File: src/rtl/mem_arbiter_pkg.sv
// mem_arbiter_pkg: shared widths, state/grant encodings and block geometry.
// Rev 1.0
`default_nettype none

package mem_arbiter_pkg;

  localparam int ADDR_W  = 16;
  localparam int DATA_W  = 16;
  localparam int WORDS   = 8;
  localparam int MEM_LAT = 4;

  localparam logic [15:0] BLK_MASK = 16'hFFF0;

  typedef enum logic [1:0] {
    ST_IDLE   = 2'd0,
    ST_FILL_I = 2'd1,
    ST_FILL_D = 2'd2,
    ST_WRITE  = 2'd3
  } state_t;

  typedef enum logic {
    GNT_I = 1'b0,
    GNT_D = 1'b1
  } grant_t;

endpackage

`default_nettype wire

File: src/rtl/mem_arbiter_if.sv
// mem_arbiter_if: cache request, fill return and main-memory bus of the arbiter.
// Rev 1.0
`default_nettype none

interface mem_arbiter_if;
  import mem_arbiter_pkg::*;

  logic              i_miss;
  logic [ADDR_W-1:0] i_miss_addr;
  logic              d_miss;
  logic [ADDR_W-1:0] d_miss_addr;
  logic              d_wr;
  logic [ADDR_W-1:0] d_wr_addr;
  logic [DATA_W-1:0] d_wr_data;
  logic              mem_en;
  logic              mem_wr;
  logic [ADDR_W-1:0] mem_addr;
  logic [DATA_W-1:0] mem_wdata;
  logic [DATA_W-1:0] mem_rdata;
  logic              mem_valid;
  logic              fill_i_we;
  logic              fill_d_we;
  logic [2:0]        fill_word;
  logic [DATA_W-1:0] fill_data;
  logic              i_fill_done;
  logic              d_fill_done;
  logic              d_wr_ack;
  logic              busy;

  // Arbiter side
  modport master (
    input  i_miss, i_miss_addr, d_miss, d_miss_addr, d_wr, d_wr_addr, d_wr_data,
    input  mem_rdata, mem_valid,
    output mem_en, mem_wr, mem_addr, mem_wdata,
    output fill_i_we, fill_d_we, fill_word, fill_data,
    output i_fill_done, d_fill_done, d_wr_ack, busy
  );

  // Caches and memory side
  modport slave (
    output i_miss, i_miss_addr, d_miss, d_miss_addr, d_wr, d_wr_addr, d_wr_data,
    output mem_rdata, mem_valid,
    input  mem_en, mem_wr, mem_addr, mem_wdata,
    input  fill_i_we, fill_d_we, fill_word, fill_data,
    input  i_fill_done, d_fill_done, d_wr_ack, busy
  );

endinterface

`default_nettype wire

File: src/rtl/mem_arbiter_blk_word_cnt.sv
// blk_word_cnt: 3-bit block word counter with clear, enable and saturating done flag.
// Rev 1.0
`default_nettype none

module blk_word_cnt
  import mem_arbiter_pkg::*;
(
  input  wire logic       clk,
  input  wire logic       rst_n,
  input  wire logic       clr,
  input  wire logic       en,
  output logic [2:0]      cnt,
  output logic            done
);

  // done marks that all WORDS events were counted; cnt then holds at the last index
  always_ff @(posedge clk or negedge rst_n) begin
    if (!rst_n) begin
      cnt  <= 3'd0;
      done <= 1'b0;
    end else if (clr) begin
      cnt  <= 3'd0;
      done <= 1'b0;
    end else if (en && !done) begin
      if (cnt == 3'(WORDS - 1)) begin
        done <= 1'b1;
      end else begin
        cnt <= cnt + 3'd1;
      end
    end
  end

endmodule

`default_nettype wire

File: src/rtl/mem_arbiter.sv
// mem_arbiter: arbitrates I/D cache fills and write-through stores onto one pipelined memory.
// Rev 1.0
`default_nettype none

module mem_arbiter
  import mem_arbiter_pkg::*;
(
  input  wire logic     clk,
  input  wire logic     rst_n,
  mem_arbiter_if.master bus
);

  state_t            state;
  state_t            next_state;
  grant_t            last_grant;
  logic [ADDR_W-1:0] lat_addr;
  logic [DATA_W-1:0] lat_data;

  logic       in_fill;
  logic       cnt_clr;
  logic       issue_en;
  logic       recv_en;
  logic [2:0] issue_cnt;
  logic       issue_done;
  logic [2:0] recv_cnt;
  logic       recv_done;
  logic       recv_last;

  assign in_fill   = (state == ST_FILL_I) || (state == ST_FILL_D);
  assign cnt_clr   = (state == ST_IDLE);
  assign issue_en  = in_fill && !issue_done;
  assign recv_en   = in_fill && bus.mem_valid;
  assign recv_last = recv_en && (recv_cnt == 3'(WORDS - 1));

  blk_word_cnt u_issue_cnt (
    .clk   (clk),
    .rst_n (rst_n),
    .clr   (cnt_clr),
    .en    (issue_en),
    .cnt   (issue_cnt),
    .done  (issue_done)
  );

  blk_word_cnt u_recv_cnt (
    .clk   (clk),
    .rst_n (rst_n),
    .clr   (cnt_clr),
    .en    (recv_en),
    .cnt   (recv_cnt),
    .done  (recv_done)
  );

  always_ff @(posedge clk or negedge rst_n) begin
    if (!rst_n) begin
      state <= ST_IDLE;
    end else begin
      state <= next_state;
    end
  end

  // A D-side grant yields to a waiting I-miss next time, so neither side starves
  always_comb begin
    next_state = state;
    unique case (state)
      ST_IDLE: begin
        if (bus.i_miss && (last_grant == GNT_D)) begin
          next_state = ST_FILL_I;
        end else if (bus.d_miss) begin
          next_state = ST_FILL_D;
        end else if (bus.d_wr) begin
          next_state = ST_WRITE;
        end else if (bus.i_miss) begin
          next_state = ST_FILL_I;
        end
      end
      ST_FILL_I, ST_FILL_D: begin
        if (recv_last) begin
          next_state = ST_IDLE;
        end
      end
      ST_WRITE: next_state = ST_IDLE;
    endcase
  end

  always_comb begin
    bus.mem_en      = 1'b0;
    bus.mem_wr      = 1'b0;
    bus.mem_addr    = '0;
    bus.mem_wdata   = '0;
    bus.fill_i_we   = 1'b0;
    bus.fill_d_we   = 1'b0;
    bus.fill_word   = 3'd0;
    bus.i_fill_done = 1'b0;
    bus.d_fill_done = 1'b0;
    bus.d_wr_ack    = 1'b0;
    bus.busy        = (state != ST_IDLE);
    if (in_fill) begin
      bus.mem_en    = issue_en;
      bus.mem_addr  = issue_en ? ((lat_addr & BLK_MASK) + ADDR_W'({issue_cnt, 1'b0})) : '0;
      bus.fill_word = recv_cnt;
    end
    if (state == ST_FILL_I) begin
      bus.fill_i_we   = bus.mem_valid;
      bus.i_fill_done = recv_last;
    end
    if (state == ST_FILL_D) begin
      bus.fill_d_we   = bus.mem_valid;
      bus.d_fill_done = recv_last;
    end
    if (state == ST_WRITE) begin
      bus.mem_en    = 1'b1;
      bus.mem_wr    = 1'b1;
      bus.mem_addr  = lat_addr;
      bus.mem_wdata = lat_data;
      bus.d_wr_ack  = 1'b1;
    end
  end

  assign bus.fill_data = bus.mem_rdata;

  always_ff @(posedge clk or negedge rst_n) begin
    if (!rst_n) begin
      last_grant <= GNT_I;
      lat_addr   <= '0;
      lat_data   <= '0;
    end else if (state == ST_IDLE) begin
      unique case (next_state)
        ST_FILL_I: begin
          last_grant <= GNT_I;
          lat_addr   <= bus.i_miss_addr;
        end
        ST_FILL_D: begin
          last_grant <= GNT_D;
          lat_addr   <= bus.d_miss_addr;
        end
        ST_WRITE: begin
          last_grant <= GNT_D;
          lat_addr   <= bus.d_wr_addr;
          lat_data   <= bus.d_wr_data;
        end
        ST_IDLE: ;
      endcase
    end
  end

endmodule

`default_nettype wire

File: src/flat_wrapper.sv
// flat-port wrapper written by rule: the top's interface ports become plain ports
module mem_arbiter_flat import mem_arbiter_pkg::*;
  (clk, rst_n, bus_i_miss, bus_i_miss_addr, bus_d_miss, bus_d_miss_addr, bus_d_wr, bus_d_wr_addr, bus_d_wr_data, bus_mem_rdata, bus_mem_valid, bus_mem_en, bus_mem_wr, bus_mem_addr, bus_mem_wdata, bus_fill_i_we, bus_fill_d_we, bus_fill_word, bus_fill_data, bus_i_fill_done, bus_d_fill_done, bus_d_wr_ack, bus_busy);
  mem_arbiter_if bus_i ();
  input  wire logic clk;
  input  wire logic rst_n;
  input wire logic [$bits(bus_i.i_miss)-1:0] bus_i_miss;
  input wire logic [$bits(bus_i.i_miss_addr)-1:0] bus_i_miss_addr;
  input wire logic [$bits(bus_i.d_miss)-1:0] bus_d_miss;
  input wire logic [$bits(bus_i.d_miss_addr)-1:0] bus_d_miss_addr;
  input wire logic [$bits(bus_i.d_wr)-1:0] bus_d_wr;
  input wire logic [$bits(bus_i.d_wr_addr)-1:0] bus_d_wr_addr;
  input wire logic [$bits(bus_i.d_wr_data)-1:0] bus_d_wr_data;
  input wire logic [$bits(bus_i.mem_rdata)-1:0] bus_mem_rdata;
  input wire logic [$bits(bus_i.mem_valid)-1:0] bus_mem_valid;
  output wire logic [$bits(bus_i.mem_en)-1:0] bus_mem_en;
  output wire logic [$bits(bus_i.mem_wr)-1:0] bus_mem_wr;
  output wire logic [$bits(bus_i.mem_addr)-1:0] bus_mem_addr;
  output wire logic [$bits(bus_i.mem_wdata)-1:0] bus_mem_wdata;
  output wire logic [$bits(bus_i.fill_i_we)-1:0] bus_fill_i_we;
  output wire logic [$bits(bus_i.fill_d_we)-1:0] bus_fill_d_we;
  output wire logic [$bits(bus_i.fill_word)-1:0] bus_fill_word;
  output wire logic [$bits(bus_i.fill_data)-1:0] bus_fill_data;
  output wire logic [$bits(bus_i.i_fill_done)-1:0] bus_i_fill_done;
  output wire logic [$bits(bus_i.d_fill_done)-1:0] bus_d_fill_done;
  output wire logic [$bits(bus_i.d_wr_ack)-1:0] bus_d_wr_ack;
  output wire logic [$bits(bus_i.busy)-1:0] bus_busy;
  assign bus_i.i_miss = bus_i_miss;
  assign bus_i.i_miss_addr = bus_i_miss_addr;
  assign bus_i.d_miss = bus_d_miss;
  assign bus_i.d_miss_addr = bus_d_miss_addr;
  assign bus_i.d_wr = bus_d_wr;
  assign bus_i.d_wr_addr = bus_d_wr_addr;
  assign bus_i.d_wr_data = bus_d_wr_data;
  assign bus_i.mem_rdata = bus_mem_rdata;
  assign bus_i.mem_valid = bus_mem_valid;
  assign bus_mem_en = bus_i.mem_en;
  assign bus_mem_wr = bus_i.mem_wr;
  assign bus_mem_addr = bus_i.mem_addr;
  assign bus_mem_wdata = bus_i.mem_wdata;
  assign bus_fill_i_we = bus_i.fill_i_we;
  assign bus_fill_d_we = bus_i.fill_d_we;
  assign bus_fill_word = bus_i.fill_word;
  assign bus_fill_data = bus_i.fill_data;
  assign bus_i_fill_done = bus_i.i_fill_done;
  assign bus_d_fill_done = bus_i.d_fill_done;
  assign bus_d_wr_ack = bus_i.d_wr_ack;
  assign bus_busy = bus_i.busy;
  mem_arbiter u_core (.clk(clk), .rst_n(rst_n), .bus(bus_i));
endmodule
File: config.mk
export PLATFORM = sky130hd
export DESIGN_NAME = mem_arbiter_flat
export DESIGN_NICKNAME = d
export VERILOG_FILES = /design/src/rtl/mem_arbiter_pkg.sv /design/src/rtl/mem_arbiter_if.sv /design/src/rtl/mem_arbiter_blk_word_cnt.sv /design/src/rtl/mem_arbiter.sv /design/src/flat_wrapper.sv
export SDC_FILE = /design/constraint.sdc
export NUM_CORES = 1
export LEC_CHECK = 0
export BUFFER_PORTS_ARGS = -buffer_cell sky130_fd_sc_hd__buf_2
export CORE_UTILIZATION = 44
export CTS_CLUSTER_DIAMETER = 40
export CTS_CLUSTER_SIZE = 10
export DETAILED_ROUTE_END_ITERATION = 10
export PLACE_DENSITY = 0.87
export REMOVE_ABC_BUFFERS = 1
export SETUP_SLACK_MARGIN = 0.4
export SLEW_MARGIN = 20
export SYNTH_ARGS = -nofsm -noshare
export SYNTH_HDL_FRONTEND = slang
export SYNTH_SLANG_ARGS = --single-unit
File: constraint.sdc
create_clock -name clk -period 2.4 [get_ports clk]
set_input_delay 0 -clock clk [delete_from_list [all_inputs] [get_ports clk]]
set_output_delay 0 -clock clk [all_outputs]
set_load 0.01 [all_outputs]
==> impl_metrics.env <==
export IMPL_outcome="finished clean"
export IMPL_period_minus_slack_ps=1940
export IMPL_synth_top_cell_area_share_pct=44.6
export IMPL_synth_area_top_cells="dfrtp_1 (45%), and2_1 (6.5%), mux2_2 (6.1%)"
export IMPL_wirelength_mm=7.55
export IMPL_ys_warn_count=0
export IMPL_wl_per_cell_um=16.3
export IMPL_core_region_area_sq_um=5200
export IMPL_diodes=0
export IMPL_synthSimpleGateAreaFrac_pct=16.7
export IMPL_synth_compound_area_share_pct=13.0
export IMPL_seq_area_frac_synth_pct=44.6
export IMPL_clock_path_buffers=2
export IMPL_path_delay_family="simple AND/OR/NAND/NOR gates"
export IMPL_die_h_um=76.1
export IMPL_synth_xor_area_share_pct=0.725
export IMPL_min_to="bus_fill_data[8]"
export IMPL_pin_count=145
export IMPL_drtIter0Drc=167
export IMPL_gp_congestion=0.826
export IMPL_finalCritPeriodShare_pct=80.9
export IMPL_crit_type="reg2reg"
export IMPL_hold_path_depth=0
export IMPL_grt_pass1_vias=2539
export IMPL_synth_adder_area_share_pct=4.15
export IMPL_syn_avg_cell_area_sq_um=10.3
export IMPL_clk_latency_ps=290
export IMPL_worst_pin_slew_ps=954
export IMPL_rows=26
export IMPL_dpl_hpwl_mm=4.46
export IMPL_critical_path_buf_inv_count=0
export IMPL_reg2reg_depth=5
export IMPL_setup_violations=0
export IMPL_grt_overflow=0
export IMPL_clock_fmax_ghz=0.515
export IMPL_via_count=2358
export IMPL_cts_tree="built"
export IMPL_finalMaxSlewViolations=0
export IMPL_port_buffers=112
export IMPL_cp_max_fo=5
export IMPL_dr_pass1_iters=6
export IMPL_route_detailed_drc=0
export IMPL_chipWidth_um=76.1
export IMPL_required_ps=2570
export IMPL_clock_sinks=43
export IMPL_synth_area_sq_um=2410
export IMPL_crit_arrival_ps=2110
export IMPL_layout_drive_gt1_share_pct=39.5
export IMPL_crit_cells=5
export IMPL_h_tree_depth=2
export IMPL_crit_slowest_cell="nor3_1"
export IMPL_ant_nets=0
export IMPL_worstPathCellList="nor3_1, nor3_1, nand2b_2, a221oi_1, o21ai_0"
export IMPL_skew_ps=3.94
export IMPL_synth_top_family_by_area="simple AND/OR/NAND/NOR gates"
export IMPL_ys_ff_latch=43
export IMPL_vias_per_cell=5.10
export IMPL_p_per_area_nw_per_um2=1120
export IMPL_synthMuxAreaShare_pct=10.4
export IMPL_cp_end_kind="register"
export IMPL_ir_drop_mv=0.645
export IMPL_start_kind="register"
export IMPL_fin_nets=485
export IMPL_grt_max_degree=44
export IMPL_grt_pass1_wl_mm=11.9
export IMPL_ys_types=35
export IMPL_postSynthCellCount=235
export IMPL_fp_dieArea_sq_um=5790
export IMPL_cts_buffers=5
export IMPL_final_core_util_pct=70.4
export IMPL_tns_ps=0
export IMPL_crit_top_cell="nor3_1"
export IMPL_synth_top_cell_by_area="dfrtp_1"
export IMPL_hold_viol_final=0
export IMPL_rsz0062_at_grt="no"
export IMPL_hold_slack_ps=0.0132
export IMPL_hold_class="in2out"
export IMPL_r2r_end="u_core.lat_addr[14]"
export IMPL_r2r_start="u_core.state[0]"
export IMPL_slew_headroom_pct=36.4
export IMPL_gr_usage_all_layers_pct=26.6
export IMPL_p_leak_nw=1.87
export IMPL_syn2layout_area_growth_pct=51.7
export IMPL_slowest_delay_ps=510
export IMPL_reg2reg_slack_ps=460
export IMPL_antenna_found_initial=0
export IMPL_clk_pin_slew_ps=80
export IMPL_hp_start="bus_mem_rdata[8]"
export IMPL_maxCapViolations=0
export IMPL_ctsRootBufferMaster="clkbuf_8"
export IMPL_start_util_pct=46.4
[synth_stat cells (all sizes together)]
library cell and count:
o22ai 3, and3 1, nand2 9, nand2b 3
a222oi 12, mux2 16, a21boi 1, a41oi 1
mux2i 7, nor2 11, buf 23, nor3 3
ha 8, a221oi 1, o2bb2ai 1, nand4 1
clkbuf 4, nor2b 14, a21o 2, nor3b 1
o21ai 16, nor4 1, inv 18, and2 25
dfrtp 43, nand3 1, a21oi 7, xnor2 2
[cell usage in the layout, fill, tap and decap left out, drive strengths merged, types with 9 or more instances in the layout]
master / count
mux2: 16
dfrtp: 43
o21ai: 16
nand2: 9
and2: 25
nor2b: 14
nor2: 11
a222oi: 12
inv: 18
buf: 122
dlygate4sd3: 54
[worst max path at each step]
stage	end	slack (ps)	start
after floorplan	u_core.lat_data[0]	-50	u_core.state[1]
after global placement	bus_mem_addr[5]	310	u_core.state[1]
after detailed placement	bus_mem_addr[9]	160	u_core.state[1]
after CTS	bus_mem_addr[7]	410	u_core.state[0]
after global routing	bus_mem_addr[14]	390	u_core.state[0]
final	u_core.lat_addr[14]	460	u_core.state[0]
[flip-flops by register name, indices dropped and copies added (netlist names)]
signal,count
u_core.state,2
u_core.u_recv_cnt.cnt,3
u_core.lat_addr,16
u_core.lat_data,16
u_core.u_issue_cnt.cnt,3
u_core.last_grant,1
u_core.u_issue_cnt.done,1
u_core.u_recv_cnt.done,1
[power breakdown]
part | total, mW | switching [mW] | internal [mW]
clock | 0.503 | 0.240 | 0.263
combinational | 2.34 | 1.21 | 1.12
sequential | 1.25 | 0.189 | 1.06
[per-layer routing]
layer  GRT usage, %  up-vias  part of all wire [%]
li1               -     1104                     -
met1           26.8     1095                    37
met2           48.1      138                    51
met3           10.3       19                   9.0
met4           11.3        2                   2.2
met5           6.36        -                  0.64
[logic make-up (layout without fill, tap and decap cells)]
family	Yosys count	count (layout)
AO/OA/AOI/OAI	44	44
XOR/XNOR	2	2
adder cells (fa/ha/maj)	8	8
buffers and inverters	45	202
flip-flops	43	43
multiplexers	23	23
AND/OR/NAND/NOR	70	70
[cell type report]
type	instances	area, sq um
Multi-Input combinational cell	147	1130
Tap cell	70	87.6
Fill cell	392	1540
Sequential cell	43	1080
Clock buffer	8	100
Timing Repair Buffer	176	1200
Inverter	18	67.6
[through the flow]
step	power, mW	setup slack (ps)	std cells	instance area [sq um]
2_1_floorplan	2.50	-48.1	208	2230
3_3_place_gp	3.13	309	394	2920
3_5_place_dp	3.23	162	394	2920
4_1_cts	3.96	410	459	3620
5_1_grt	4.39	387	462	3660
6_report	4.09	458	462	3660
[repair_timing]
action / in CTS / in global routing
pin swaps: 1 / 3
hold buffers: 54 / 0
setup endpoints to repair: 47 / 50
gates resized for setup: 8 / 7
setup buffers: 3 / 3
gates cloned: 0 / 0
hold endpoints to repair: 72 / 0
(Power assumes the default switching activity.)
